$ cat src/rtl/alu_share_ctrl.sv
// Two-requester sequencer for a single shared combinational ALU.
// Round-robin arbitration, one op in flight, registered valid/ready response.
module alu_share_ctrl #(
   parameter int WIDTH  = 32,
   parameter int OPW    = 4,
   parameter int MAX_OP = 9
) (
   input  logic             clk,
   input  logic             rst,
   input  logic [1:0]       req_i,
   input  logic [OPW-1:0]   op0_i,
   input  logic [OPW-1:0]   op1_i,
   input  logic [WIDTH-1:0] a0_i,
   input  logic [WIDTH-1:0] a1_i,
   input  logic [WIDTH-1:0] b0_i,
   input  logic [WIDTH-1:0] b1_i,
   output logic [1:0]       gnt_o,
   output logic [1:0]       rsp_valid_o,
   input  logic [1:0]       rsp_ready_i,
   output logic [WIDTH-1:0] rsp_result_o,
   output logic             rsp_zero_o,
   output logic             rsp_err_o,
   output logic [WIDTH-1:0] alu_in1_o,
   output logic [WIDTH-1:0] alu_in2_o,
   output logic [OPW-1:0]   alu_control_o,
   input  logic [WIDTH-1:0] alu_result_i,
   input  logic             alu_zero_i
);

   typedef enum logic [1:0] {IDLE, ISSUE, RESP} state_t;

   typedef struct packed {
      logic [OPW-1:0]   op;
      logic [WIDTH-1:0] a;
      logic [WIDTH-1:0] b;
   } req_t;

   state_t     state, state_nx;
   logic       pri;
   logic       owner;
   logic       win;
   logic       illegal;
   logic [1:0] owner_oh;
   req_t       req_r;
   req_t       req_win;

   // On contention the requester named by pri wins; otherwise the lone requester.
   assign win      = (req_i == 2'b11) ? pri : req_i[1];
   assign req_win  = win ? '{op: op1_i, a: a1_i, b: b1_i}
                         : '{op: op0_i, a: a0_i, b: b0_i};
   assign illegal  = (req_r.op > OPW'(MAX_OP));
   assign owner_oh = {owner, ~owner};

   always_ff @(posedge clk or posedge rst) begin
      if (rst) state <= IDLE;
      else     state <= state_nx;
   end

   always_comb begin
      state_nx = state;
      case (state)
         IDLE:    if (req_i != 2'b00) state_nx = ISSUE;
         ISSUE:   state_nx = RESP;
         RESP:    if (rsp_ready_i[owner]) state_nx = IDLE;
         default: state_nx = IDLE;
      endcase
   end

   always_comb begin
      gnt_o         = 2'b00;
      rsp_valid_o   = 2'b00;
      alu_in1_o     = '0;
      alu_in2_o     = '0;
      alu_control_o = '0;
      case (state)
         ISSUE: begin
            gnt_o         = owner_oh;
            alu_in1_o     = req_r.a;
            alu_in2_o     = req_r.b;
            alu_control_o = req_r.op;
         end
         RESP:    rsp_valid_o = owner_oh;
         default: ;
      endcase
   end

   always_ff @(posedge clk or posedge rst) begin
      if (rst) begin
         pri   <= 1'b0;
         owner <= 1'b0;
         req_r <= '0;
      end else if (state == IDLE && req_i != 2'b00) begin
         owner <= win;
         pri   <= ~win;
         req_r <= req_win;
      end
   end

   // Illegal codes never reach the response: the ALU output is ignored for them.
   always_ff @(posedge clk or posedge rst) begin
      if (rst) begin
         rsp_result_o <= '0;
         rsp_zero_o   <= 1'b0;
         rsp_err_o    <= 1'b0;
      end else if (state == ISSUE) begin
         rsp_result_o <= illegal ? '0 : alu_result_i;
         rsp_zero_o   <= illegal ? 1'b1 : alu_zero_i;
         rsp_err_o    <= illegal;
      end
   end

endmodule

$ cat config.mk
export PLATFORM = sky130hd
export DESIGN_NAME = alu_share_ctrl
export DESIGN_NICKNAME = d
export VERILOG_FILES = /design/src/rtl/alu_share_ctrl.sv
export SDC_FILE = /design/constraint.sdc
export NUM_CORES = 1
export LEC_CHECK = 0
export ABC_AREA = 1
export CORE_ASPECT_RATIO = 0.8
export CORE_MARGIN = 10
export CORE_UTILIZATION = 40
export DETAILED_ROUTE_END_ITERATION = 8
export DONT_BUFFER_PORTS = 1
export GPL_TIMING_DRIVEN = 0
export SETUP_SLACK_MARGIN = 0.3
export SYNTH_ARGS = -nofsm -noshare
export SYNTH_HDL_FRONTEND = slang
export SYNTH_SLANG_ARGS = --single-unit
$ cat constraint.sdc
create_clock -name clk -period 3.45 [get_ports clk]
set_input_delay 0.1725 -clock clk [delete_from_list [all_inputs] [get_ports clk]]
set_output_delay 0.1725 -clock clk [all_outputs]
set_load 0.02 [all_outputs]
==> results by stage <==
Power and ir drop:
- The net load switching power is around 0.0035 W.
- The leakage power is approximately 3.7 nW.
- The switching part of the total power is 0.474.
- The share of total power dissipated in combinational logic is 0.522.
- Internal power comes to just under 0.004 W.
- The sequential fraction of design power is 0.335.
- The share of total power dissipated in the clock network is 0.143.
- Dividing total power by cell area gives a power density of 957 mW/mm².
- VDD sags by at most 0.000430 V.

Floorplan:
- The area of the die is just under 0.02 mm².
- The core area is 0.0142 mm².
- Pin placement for this block handled ~280 I/O pins.
- The effective utilization at floorplan is 0.406.
- The floorplan has 39 rows.
- The die span in x is 154 µm.
- In this run the vertical extent of the chip is around 130 µm.

Setup path:
- The maximum net fanout on the critical path is 10.
- The data arrival time at the worst-slack endpoint is 2460 ps.
- The end point of the critical path is req_r[43]$_DFFE_PP0P_.
- The capturing point of the worst reg2reg path is req_r[43]$_DFFE_PP0P_.
- At the worst endpoint, the required time is between 3000 and 4000 ps.
- Measured in cells, the most critical reg-to-reg path has a length of 7.
- The origin of the worst setup path is pri$_DFFE_PP0P_.
- The worst setup path is captured at a flop.
- The launch point of the worst reg-to-reg path is pri$_DFFE_PP0P_.
- The critical path in this run is classified as flop to flop.
- The worst setup path is launched from a flop.
- The reg-to-reg setup timing slack is 1270 ps.

STA:
- The final critical path time including I/O delays and setup is 2180 ps.
- The setup clock skew after layout is 4.81 ps.
- For the final routed database, the setup TNS stands at 0 ps.
- The normalized max-slew margin is 0.550.
- The number of endpoints with negative hold slack in the final report is 0.
- For this run, the top clock speed supported by timing is 459 MHz.
- Setup slack on the critical path of the routed design comes to 1270 ps.
- The worst-margin pin slew is roughly 670 ps.
- The final number of setup-violating endpoints is 0.
- The number of slew-limit violations in the final report was 0.
- Setup repair after global routing left no endpoint under its margin.
- In the finished design, the share of the clock period the worst path needs comes to 0.631.

Placement:
- Port buffering added 0 buffers.
- The HPWL after detailed placement is 15,400 µm.
- The pre-CTS worst setup slack is 1750 ps.
- The total instance count after detailed placement is a little under 900.
- Summing all placed instances gives a cell area of 0.00603 mm².
- The congestion estimate from routability-driven global placement came to 0.897.

Detailed routing:
- The post-detailed-route count of antenna-violating nets is 0.
- The iteration count of the initial detailed-routing pass is 8.
- The initial detailed-routing violation count is 559.
- The via count normalized by instance count is 5.44.
- Detailed routing inserted a total of 5,689 vias.
- The routed length per instance is a little over 20 µm.
- In the routed design, unresolved DRC markers number 0.
- The overall routed net length is 21,600 µm.

Clock network:
- TritonCTS created 9 clock buffers.
- The post-CTS setup-driven buffer insertion count is 0.
- The H-tree depth is 3.
- The total number of clock tree sinks is 106.
- The clock-pin slew on the worst setup and hold paths is 70 ps.
- The maximum count of clock buffers along a single path is 2.
- The TritonCTS clock tree is yes.
- The root buffer cell chosen for the clock tree is clkbuf_16.
- The clock latency reported for the late side of the worst-skew pair is 350 ps.

Logic synthesis:
- The Yosys step of the flow raised 0 warnings.
- The cell area after technology mapping is just under 0.006 mm².
- After synthesis the netlist holds a flip-flop and latch count of 106.
- The instance count of the mapped netlist is 704.
- The number of library cell types mapped by synthesis is 19.
- The sequential fraction of the synthesis area is 0.460.
- The synthesized area divided by synthesized cell count is 8.19 µm².
- Synthesis produced a netlist with a net count of 879.

GRT:
- Entering global routing, the biggest net connects 56 pins.
- The first global-routing pass estimated around 34,000 µm of wire.
- The initial antenna violation count came to 1.
- The combined global-route utilization of all metal layers is 0.212.
- For this run the aggregate overflow at the end of global routing stands at 0.
- The number of global-route vias before repair was 5,893.

Cells and area:
- In the final design database the tool counted 1,031 nets.
- The total non-filler cell area in the finished layout is 0.00773 mm².
- The fraction of layout instances using a drive strength above 1 is 0.170.
- The filler cells instantiated in the layout total 1,273.
- The finished layout holds 1,046 standard cells, fillers aside.
- The top cell types in the final layout, fill and taps aside, are nand3_1, nand2_1, dlygate4sd3_1, dfrtp_1, inv_1.
- The area added between synthesis and finish is 34.1%.
- The leading cell type in the layout, fill and taps excluded is nand3_1.

Run status:
- The flow ran to the end, and the final reports show no timing, DRC or antenna violations.

Job:
- The number of violations of the max-capacitance limit is 0.

Worst hold path:
- The path class of the tightest hold or removal check is primary input to flop.
worst min-delay path by stage:
stage,startpoint,end,slack (ps),depth (start not counted)
final,b1_i[8],req_r[8]$_DFFE_PP0P_,10,2
after global routing,b1_i[1],req_r[1]$_DFFE_PP0P_,3,2
after CTS,a0_i[23],req_r[55]$_DFFE_PP0P_,0.1,2
after detailed placement,rst,req_r[38]$_DFFE_PP0P_,200,1
after global placement,alu_zero_i,rsp_zero_o$_DFFE_PP0N_,310,2
after floorplan,alu_zero_i,rsp_zero_o$_DFFE_PP0N_,300,2
what timing repair did:
item	CTS	global route
hold buffers	140	0
gates resized for setup	0	0
endpoints found under the hold margin	153	0
metal layers:
layer,wire [µm],global-route usage
met3,1840,0.0661
met2,10800,0.360
met4,501,0.0688
met1,8490,0.252
met5,0,0
synthesized netlist by cell type, drive strengths merged:
library cell    n  area, µm²
o21a            1       7.51
dfrtp         106       2650
o21ai           4       23.8
nand4          68        425
buf            52        405
nand2         141        532
clkbuf          8       30.0
nor2           80        563
inv            75        282
nand3         169        846
sequential cells by signal, indices dropped and copies added (netlist names):
| signal | cells |
|---|---|
| owner | 1 |
| pri | 1 |
| req_r | 68 |
| rsp_err_o | 1 |
| rsp_result_o | 32 |
| rsp_zero_o | 1 |
| state | 2 |
logic make-up after synthesis:
family          share of synthesized area
simple gates                        0.410
compound gates                    0.00542
buf+inv                             0.124
flops                               0.460
stage by stage:
step / power [W] / hold slack [ps] / util
after detailed placement: 0.00580 / 198 / 0.424
after floorplan: 0.00501 / 302 / -
after global placement: 0.00569 / 313 / 0.422
final: 0.00740 / 14.7 / 0.544
after CTS: 0.00739 / 0.103 / 0.544
after global routing: 0.00792 / 3.40 / 0.544
power by group through the flow:
stage | registers (W) | clock network (W) | logic (W)
6_report | 0.00248 | 0.00106 | 0.00386
5_1_grt | 0.00254 | 0.00114 | 0.00424
4_1_cts | 0.00247 | 0.00109 | 0.00382
3_5_place_dp | 0.00249 | 0 | 0.00332
3_3_place_gp | 0.00247 | 0 | 0.00322
2_1_floorplan | 0.00236 | 0 | 0.00265
final cells by class:
type / count / area [µm²] / area share
tap: 184 / 230 / 0.0298
sequential: 106 / 2650 / 0.343
multi-input combinational: 463 / 2400 / 0.310
timing repair buffer: 141 / 1430 / 0.185
antenna: 1 / 2.50 / 0.000324
clock inverter: 7 / 75.1 / 0.00971
buffer: 60 / 435 / 0.0563
inverter: 75 / 284 / 0.0367
clock buffer: 9 / 225 / 0.0291
worst max-delay path: stages (launching register included):
cell,delay (ps)
dfrtp_1,360
inv_1,70
nand2_1,250
nand2_1,360
buf_2,320
nand3_1,120
nand3_1,80
dlygate4sd3_1,550
Power figures use the tool's default switching activity.
